$ cat config.mk
export PLATFORM = sky130hd
export DESIGN_NAME = csa_stream_accumulator
export DESIGN_NICKNAME = d
export VERILOG_FILES = /design/src/rtl/csa_stream_accumulator.sv
export SDC_FILE = /design/constraint.sdc
export NUM_CORES = 1
export LEC_CHECK = 0
export ABC_AREA = 1
export CAP_MARGIN = 25
export CORE_MARGIN = 2
export CORE_UTILIZATION = 46
export CTS_BUF_LIST = sky130_fd_sc_hd__clkbuf_16
export DETAILED_ROUTE_END_ITERATION = 7
export GPL_ROUTABILITY_DRIVEN = 0
export MAX_ROUTING_LAYER = met4
export PLACE_DENSITY_LB_ADDON = 0.05
export SYNTH_ARGS = -nofsm -noshare
export SYNTH_HDL_FRONTEND = slang
export SYNTH_SLANG_ARGS = --single-unit
export TNS_END_PERCENT = 50
$ cat constraint.sdc
create_clock -name clk -period 2.85 [get_ports clk]
set_clock_uncertainty 0.2 [all_clocks]
set_input_delay 0.7125 -clock clk [delete_from_list [all_inputs] [get_ports clk]]
set_output_delay 0.7125 -clock clk [all_outputs]
set_load 0.02 [all_outputs]
$ cat src/rtl/csa_stream_accumulator.sv
// csa_stream_accumulator: carry-save multi-operand accumulator.
// Operands stream in over a valid/ready handshake and fold into a
// redundant (sum, carry) pair with one 3:2 compression per operand.
// After the last operand the pair resolves to binary CHUNK bits per
// cycle, and the result is offered on an output handshake.
// Ports:
//   clk, rst             clock, async active-high reset
//   in_valid/in_ready    operand handshake
//   in_data, in_last     operand, final-operand marker
//   out_valid/out_ready  result handshake
//   out_data             sum of operands mod 2^ACC_W
//   out_count            operand count, saturating
module csa_stream_accumulator #(
   parameter int WIDTH = 4,
   parameter int ACC_W = 8,
   parameter int CHUNK = 4,
   parameter int CNT_W = 8
) (
   input  logic             clk,
   input  logic             rst,
   input  logic             in_valid,
   output logic             in_ready,
   input  logic [WIDTH-1:0] in_data,
   input  logic             in_last,
   output logic             out_valid,
   input  logic             out_ready,
   output logic [ACC_W-1:0] out_data,
   output logic [CNT_W-1:0] out_count
);

   localparam int NCH = ACC_W / CHUNK;
   localparam int K_W = (NCH > 1) ? $clog2(NCH) : 1;

   typedef enum logic [1:0] {
      ST_ACC,
      ST_RESOLVE,
      ST_DONE
   } state_t;

   state_t           r_state;
   state_t           w_next;
   logic [ACC_W-1:0] r_s;
   logic [ACC_W-1:0] r_c;
   logic [ACC_W-1:0] r_res;
   logic [CNT_W-1:0] r_cnt;
   logic [K_W-1:0]   r_k;
   logic             r_cr;
   logic [ACC_W-1:0] w_x;
   logic [ACC_W-1:0] w_maj;
   logic [CHUNK:0]   w_csum;
   logic             w_fire;
   logic             w_last_chunk;

   assign w_x    = ACC_W'(in_data);
   assign w_maj  = (r_s & r_c) | (r_s & w_x) | (r_c & w_x);
   assign w_fire = in_valid && in_ready;

   // One chunk of the ripple resolve, carry chained through r_cr.
   assign w_csum = {1'b0, r_s[int'(r_k)*CHUNK +: CHUNK]}
                 + {1'b0, r_c[int'(r_k)*CHUNK +: CHUNK]}
                 + (CHUNK+1)'(r_cr);

   assign w_last_chunk = (r_k == K_W'(NCH - 1));

   // rst term keeps in_ready low for the whole reset pulse.
   assign in_ready  = (r_state == ST_ACC) && !rst;
   assign out_valid = (r_state == ST_DONE);
   assign out_data  = r_res;
   assign out_count = r_cnt;

   always_comb begin
      w_next = r_state;
      unique case (r_state)
         ST_ACC: begin
            if (w_fire && in_last)
               w_next = ST_RESOLVE;
         end
         ST_RESOLVE: begin
            if (w_last_chunk)
               w_next = ST_DONE;
         end
         ST_DONE: begin
            if (out_ready)
               w_next = ST_ACC;
         end
         default: w_next = ST_ACC;
      endcase
   end

   always_ff @(posedge clk or posedge rst) begin
      if (rst)
         r_state <= ST_ACC;
      else
         r_state <= w_next;
   end

   always_ff @(posedge clk or posedge rst) begin
      if (rst) begin
         r_s   <= '0;
         r_c   <= '0;
         r_res <= '0;
         r_cnt <= '0;
         r_k   <= '0;
         r_cr  <= 1'b0;
      end else begin
         unique case (r_state)
            ST_ACC: begin
               if (w_fire) begin
                  r_s <= r_s ^ r_c ^ w_x;
                  // Carry out of the MSB is dropped: mod 2^ACC_W.
                  r_c <= {w_maj[ACC_W-2:0], 1'b0};
                  if (r_cnt != '1)
                     r_cnt <= r_cnt + CNT_W'(1);
                  if (in_last) begin
                     r_k  <= '0;
                     r_cr <= 1'b0;
                  end
               end
            end
            ST_RESOLVE: begin
               r_res[int'(r_k)*CHUNK +: CHUNK] <= w_csum[CHUNK-1:0];
               r_cr <= w_csum[CHUNK];
               r_k  <= r_k + K_W'(1);
            end
            ST_DONE: begin
               if (out_ready) begin
                  r_s   <= '0;
                  r_c   <= '0;
                  r_cnt <= '0;
               end
            end
            default: ;
         endcase
      end
   end

endmodule

==> metrics.txt, run 1 <==
IO Pins=27; unrepaired setup endpoints after global routing=false; initial antenna violation count=0; type of the most critical hold path=reg2reg; peak ir drop on the vdd network=443 µV; Post-DRT Antenna Nets=0; leakage power=1.16 nW; Tcrit/Tclk final=96.4%; overall routed net length=3630 µm; pin slew with the least headroom to its limit=0.503 ns; mean post-synth cell area=8.28 µm²; post-cts gate resize count=0; DRT Pass-1 Iters=4; max-cap violations=0; Post-synth ARST share=100%; placeable core area=3970 µm²; Total Die Area=4650 µm²; vias after detailed routing=1,502; maximum buffer depth of the clock tree=2; clock transition at the register clock pins on the worst setup and hold paths after CTS=0.05 ns; fill cell count=386; post-CTS setup buffer count=0; DRC viols=0; Hold Buf Count CTS=0; endpoint required time on the critical path=1.94 ns; Skew-Pair Late Insertion Delay=0.27 ns; number of CTS-inserted buffers=5; global route overflow=0; Syn. warnings=0; total power density per cell area=971 nW/µm²; combined global-route utilization of all metal layers=19.2%; global-route wire length before repair=6230 µm; sequential share of the synthesized area=46.2%; via count of the first global-routing pass=1,341; starting DRC count in detailed routing=64; Synth Register Bits=35; ratio of cells with drive above 1 in the final layout=6.13%; area delta synth->final=23.4%; commonest non-fill, non-tap cells in the layout=nand2_1 (78), dfrtp_1 (35), o21ai_0 (29), inv_1 (28), clkdlybuf4s50_1 (26); nets in the synthesized netlist=251; number of distinct library cells after synthesis=24; Hold Violations, Final=0; chip width=68.2 µm; pin count of the biggest net entering global routing=36; Clock Sinks=35; Setup crit start kind=input port; detailed-route vias per instance=4.83; data arrival time of the worst path=1.83 ns; critical path class=in2out; starting density of the core=47.7%; worst-path fanout max=2; count of port buffers added during placement=26; worst hold slack=0.267 ns; endpoint kind of the worst setup timing path=primary output; clock root buffer=clkbuf_16; area of the multi-input gates=882 µm²; synthesized netlist cell count=229; summed negative setup slack over all endpoints=0 ns; CTS H-tree lvls=2; Sequential cell area=876 µm²; Post-synth top flop=dfrtp_1; Max Fclk=364 MHz; mean routed wirelength per cell=11.7 µm; final slew viol count=0; vertical die dimension=68.2 µm; Antenna Cells=0; net count of the finished layout=282; placement row count=23; detailed placement HPWL=2640 µm; final count of negative-setup-slack endpoints=0; most frequent standard cell in the layout excluding fill and tap cells=nand2_1; TritonCTS clock tree=yes; fin crit period=2.75 ns; Slew HR=66.4%; run status=finished clean; post-synthesis instance area=1900 µm²; number of enable-type register cells in the synthesized netlist=0
==> cell families (layout without fill, tap and decap cells) <==
| group | count (synthesis) | after routing | share of synthesized area (%) |
|---|---|---|---|
| xor+xnor | 2 | 2 | 0.924 |
| fa+ha+maj | 13 | 13 | 10.6 |
| simple gates | 113 | 113 | 25.7 |
| flops | 35 | 35 | 46.2 |
| buf+inv | 32 | 64 | 7.26 |
| compound gates | 34 | 34 | 9.31 |
==> report_power, final <==
group,internal (mW),switching [mW]
clock network,0.314,0.184
registers,0.668,0.157
logic,0.389,0.559
==> layout make-up <==
cell class / instances / area share [%]
multi-input combinational: 162 / 37.7
timing repair buffer: 28 / 11.8
clock buffer: 5 / 5.35
clock inverter: 3 / 0.482
inverter: 28 / 4.55
sequential: 35 / 37.5
tap: 50 / 2.68
==> critical path, stage by stage <==
cell	delay, ns
clkdlybuf4s50_1	0.42
nor2_1	0.10
clkdlybuf4s50_1	0.60
==> routing by layer <==
metal	routed length [µm]	track usage [%]	up-vias
met5	0	-	-
met3	166	5.59	6
met2	1630	28.2	30
li1	-	-	782
met4	52	6.75	0
met1	1780	25.6	684
==> Yosys cell counts, types with 2 or more instances <==
cell type	n	area share (%)
nand2_4	3	1.8
inv_1	27	5.3
a21oi_1	2	0.53
ha_1	8	5.3
buf_6	2	1.2
xor2_1	2	0.92
dfrtp_1	35	46
o21ai_0	29	7.7
nand3_1	14	3.7
nand2_1	78	15
nor2_1	12	2.4
fa_1	5	5.3
==> state kept, by name (all words and copies together) (netlist names) <==
| name | cells |
|---|---|
| r_cr | 1 |
| out_data | 8 |
| r_k | 1 |
| r_c | 7 |
| out_count | 8 |
| r_s | 8 |
| r_state | 2 |
==> stage by stage <==
stage / total power, mW / std cells / setup WS, ns / util, % / instance area [µm²]
floorplan: 1.45 / 229 / 0.351 / - / 1900
global placement: 1.77 / 303 / 0.110 / 55.5 / 2200
detailed placement: 1.79 / 303 / 0.0985 / 55.5 / 2200
CTS: 2.31 / 311 / 0.0922 / 58.9 / 2340
global route: 2.50 / 311 / 0.0509 / 58.9 / 2340
finish: 2.27 / 311 / 0.103 / 58.9 / 2340
==> path summary, 6_finish.rpt <==
| kind | cells past startpoint | endpoint | slack [ns] | from |
|---|---|---|---|---|
| min in group asynchronous | 3 | r_state[1] | 0.71 | rst |
| hold reg to reg | 2 | out_data[6] | 0.27 | out_data[6] |
| setup reg to reg | 9 | r_cr | 0.55 | r_k |
| hold / removal | 2 | out_data[6] | 0.27 | out_data[6] |
| max in group asynchronous | 3 | r_c[5] | 1.42 | rst |
| setup / recovery | 3 | in_ready | 0.10 | rst |
Power figures use the tool's default switching activity.
==> run 2, diff against run 1 <==
Settings changed: CORE_MARGIN 2 to 8.
==> run 2 against run 1 <==
  * Sequential share of layout area hardly changed
  * Die area is 38% higher
  * Via count is 1.5% lower
  * Total power is 0.55% higher
  * Critical path depth stayed put
  * Maximum frequency is 0.27% lower
  * Global-route usage is 5.2 points lower
  * Flip-flop and latch count stayed put
  * Register-to-register slack hardly changed
  * Wire length is 7.2% higher
  * Worst setup slack worse by 0.0075 ns
  * Critical endpoint unchanged
==> metrics.txt, run 2 (synthesis results as in run 1) <==
run status=finished clean; fin crit period=2.75 ns (+0.00747 ns); cell area after layout=2340 µm² (about the same); filler-free cell count of the finished design=311 (unchanged); global route overflow=0 (unchanged); detailed-route vias per instance=4.76 (-1.5%); vias after detailed routing=1,479 (-1.5%); ratio of cells with drive above 1 in the final layout=6.51% (+0.38 points); post-CTS setup buffer count=0 (unchanged); Power, Total=2.28 mW (+0.55%); Slew HR=66.7% (+0.24 points); vertical die dimension=80.2 µm (+18%); placed instance count=303 (unchanged); Sequential cell area=876 µm² (unchanged); total power density per cell area=976 nW/µm² (+0.50%); endpoint required time on the critical path=1.94 ns (about the same); Core Util, Final=58.9% (about the same); via count of the first global-routing pass=1,476 (+10%); IO Pins=27 (unchanged); Tcrit/Tclk final=96.6% (+0.26 points); launch point of the worst path=rst; pin count of the biggest net entering global routing=36 (unchanged); Total Die Area=6430 µm² (+38%); Setup crit start kind=input port; Hold Violations, Final=0 (unchanged); Hold Buf Count CTS=0 (unchanged); final slew viol count=0 (unchanged); critical path, cell by cell=clkdlybuf4s50_1 > nor2_1 > clkdlybuf4s50_1; Post-DRT Antenna Nets=0 (unchanged); starting density of the core=47.7% (unchanged); type of the most critical hold path=reg2reg; pin slew with the least headroom to its limit=0.500 ns (-0.00359 ns); fill cell count=382 (-1.0%); maximum buffer depth of the clock tree=2 (unchanged); chip width=80.2 µm (+18%); net count of the finished layout=282 (unchanged); post-layout worst setup margin=0.0956 ns (-0.00747 ns); M1 WL=1920 µm (+7.7%); summed negative setup slack over all endpoints=0 ns (unchanged); most common cell type on the critical path=clkdlybuf4s50_1; DRT Pass-1 Iters=4 (unchanged); post-cts gate resize count=0 (unchanged); TritonCTS clock tree=yes; commonest non-fill, non-tap cells in the layout=nand2_1 (78), dfrtp_1 (35), inv_1 (29), o21ai_0 (29), clkdlybuf4s50_1 (26); number of CTS-inserted buffers=5 (unchanged); area of the multi-input gates=882 µm² (unchanged); peak ir drop on the vdd network=513 µV (+16%); Clock Sinks=35 (unchanged); starting DRC count in detailed routing=78 (+22%); Antenna Cells=0 (unchanged); initial antenna violation count=0 (unchanged); area delta synth->final=23.4% (about the same); most frequent standard cell in the layout excluding fill and tap cells=nand2_1; overall routed net length=3890 µm (+7.2%); clock root buffer=clkbuf_16; start point of the worst min-delay path=out_data[5]; data arrival time of the worst path=1.84 ns (about the same); CTS H-tree lvls=2 (unchanged); leakage power=1.16 nW (+0.53%); global-route wire length before repair=6820 µm (+9.5%); Skew-Pair Late Insertion Delay=0.28 ns (about the same); DRC viols=0 (unchanged); max-cap violations=0 (unchanged); count of port buffers added during placement=26 (unchanged); final count of negative-setup-slack endpoints=0 (unchanged); top layer reached by signal wires=met4; dpl cell area=2200 µm² (unchanged); clock transition at the register clock pins on the worst setup and hold paths after CTS=0.05 ns (about the same); total met3 wirelength after detailed routing=202 µm (+22%); met2 wire length=1740 µm (+6.6%); placement row count=23 (unchanged); delay of the slowest cell on the worst path=0.61 ns (about the same); worst-path fanout max=2 (unchanged); post-place setup slack=0.0993 ns (+0.000848 ns); mean routed wirelength per cell=12.5 µm (+7.2%); placeable core area=3970 µm² (unchanged); unrepaired setup endpoints after global routing=false; worst hold slack=0.277 ns (+0.0101 ns); critical path class=in2out; detailed placement HPWL=2930 µm (+11%); slowest library cell on the worst path=clkdlybuf4s50_1; endpoint kind of the worst setup timing path=primary output; combined global-route utilization of all metal layers=14.0% (-5.2 points); worst reg2reg path startpoint=r_k; Max Fclk=363 MHz (-0.27%)
-- run 2: worst max-delay path, delay by kind of cell --
kind | cells | cell delay, ns
buffers and inverters | 2 | 1.03
and+or+nand+nor | 1 | 0.10
-- run 2: power breakdown --
group          switching (mW)  internal, mW
logic                   0.567         0.390
registers               0.154         0.667
clock network           0.190         0.315
total                   0.911          1.37
-- run 2: routing by layer --
| metal | vias up | track usage, % |
|---|---|---|
| li1 | 784 | - |
| met1 | 663 | 17.9 |
| met2 | 28 | 20.6 |
| met3 | 4 | 3.79 |
| met4 | 0 | 5.45 |
| met5 | - | - |
-- run 2: final cells by class --
class                           count  area share [%]
Multi-Input combinational cell    162            37.7
Sequential cell                    35            37.4
Timing Repair Buffer               28            11.8
Clock buffer                        5            5.35
Inverter                           28            4.55
Tap cell                           50            2.67
Clock inverter                      3           0.535
-- run 2: worst paths after layout --
check,slack (ns),to,depth (start not counted)
max,0.1,in_ready,3
max reg2reg,0.54,r_cr,8
min in group asynchronous,0.72,out_count[1],3
min,0.28,out_data[5],2
min reg2reg,0.28,out_data[5],2
max in group asynchronous,1.41,r_c[6],3
==> run 3, diff against run 2 <==
Settings changed: CORE_MARGIN 8 to 2.
==> results of run 3 <==
Final layout, timing and power as in run 1 (identical DEF).
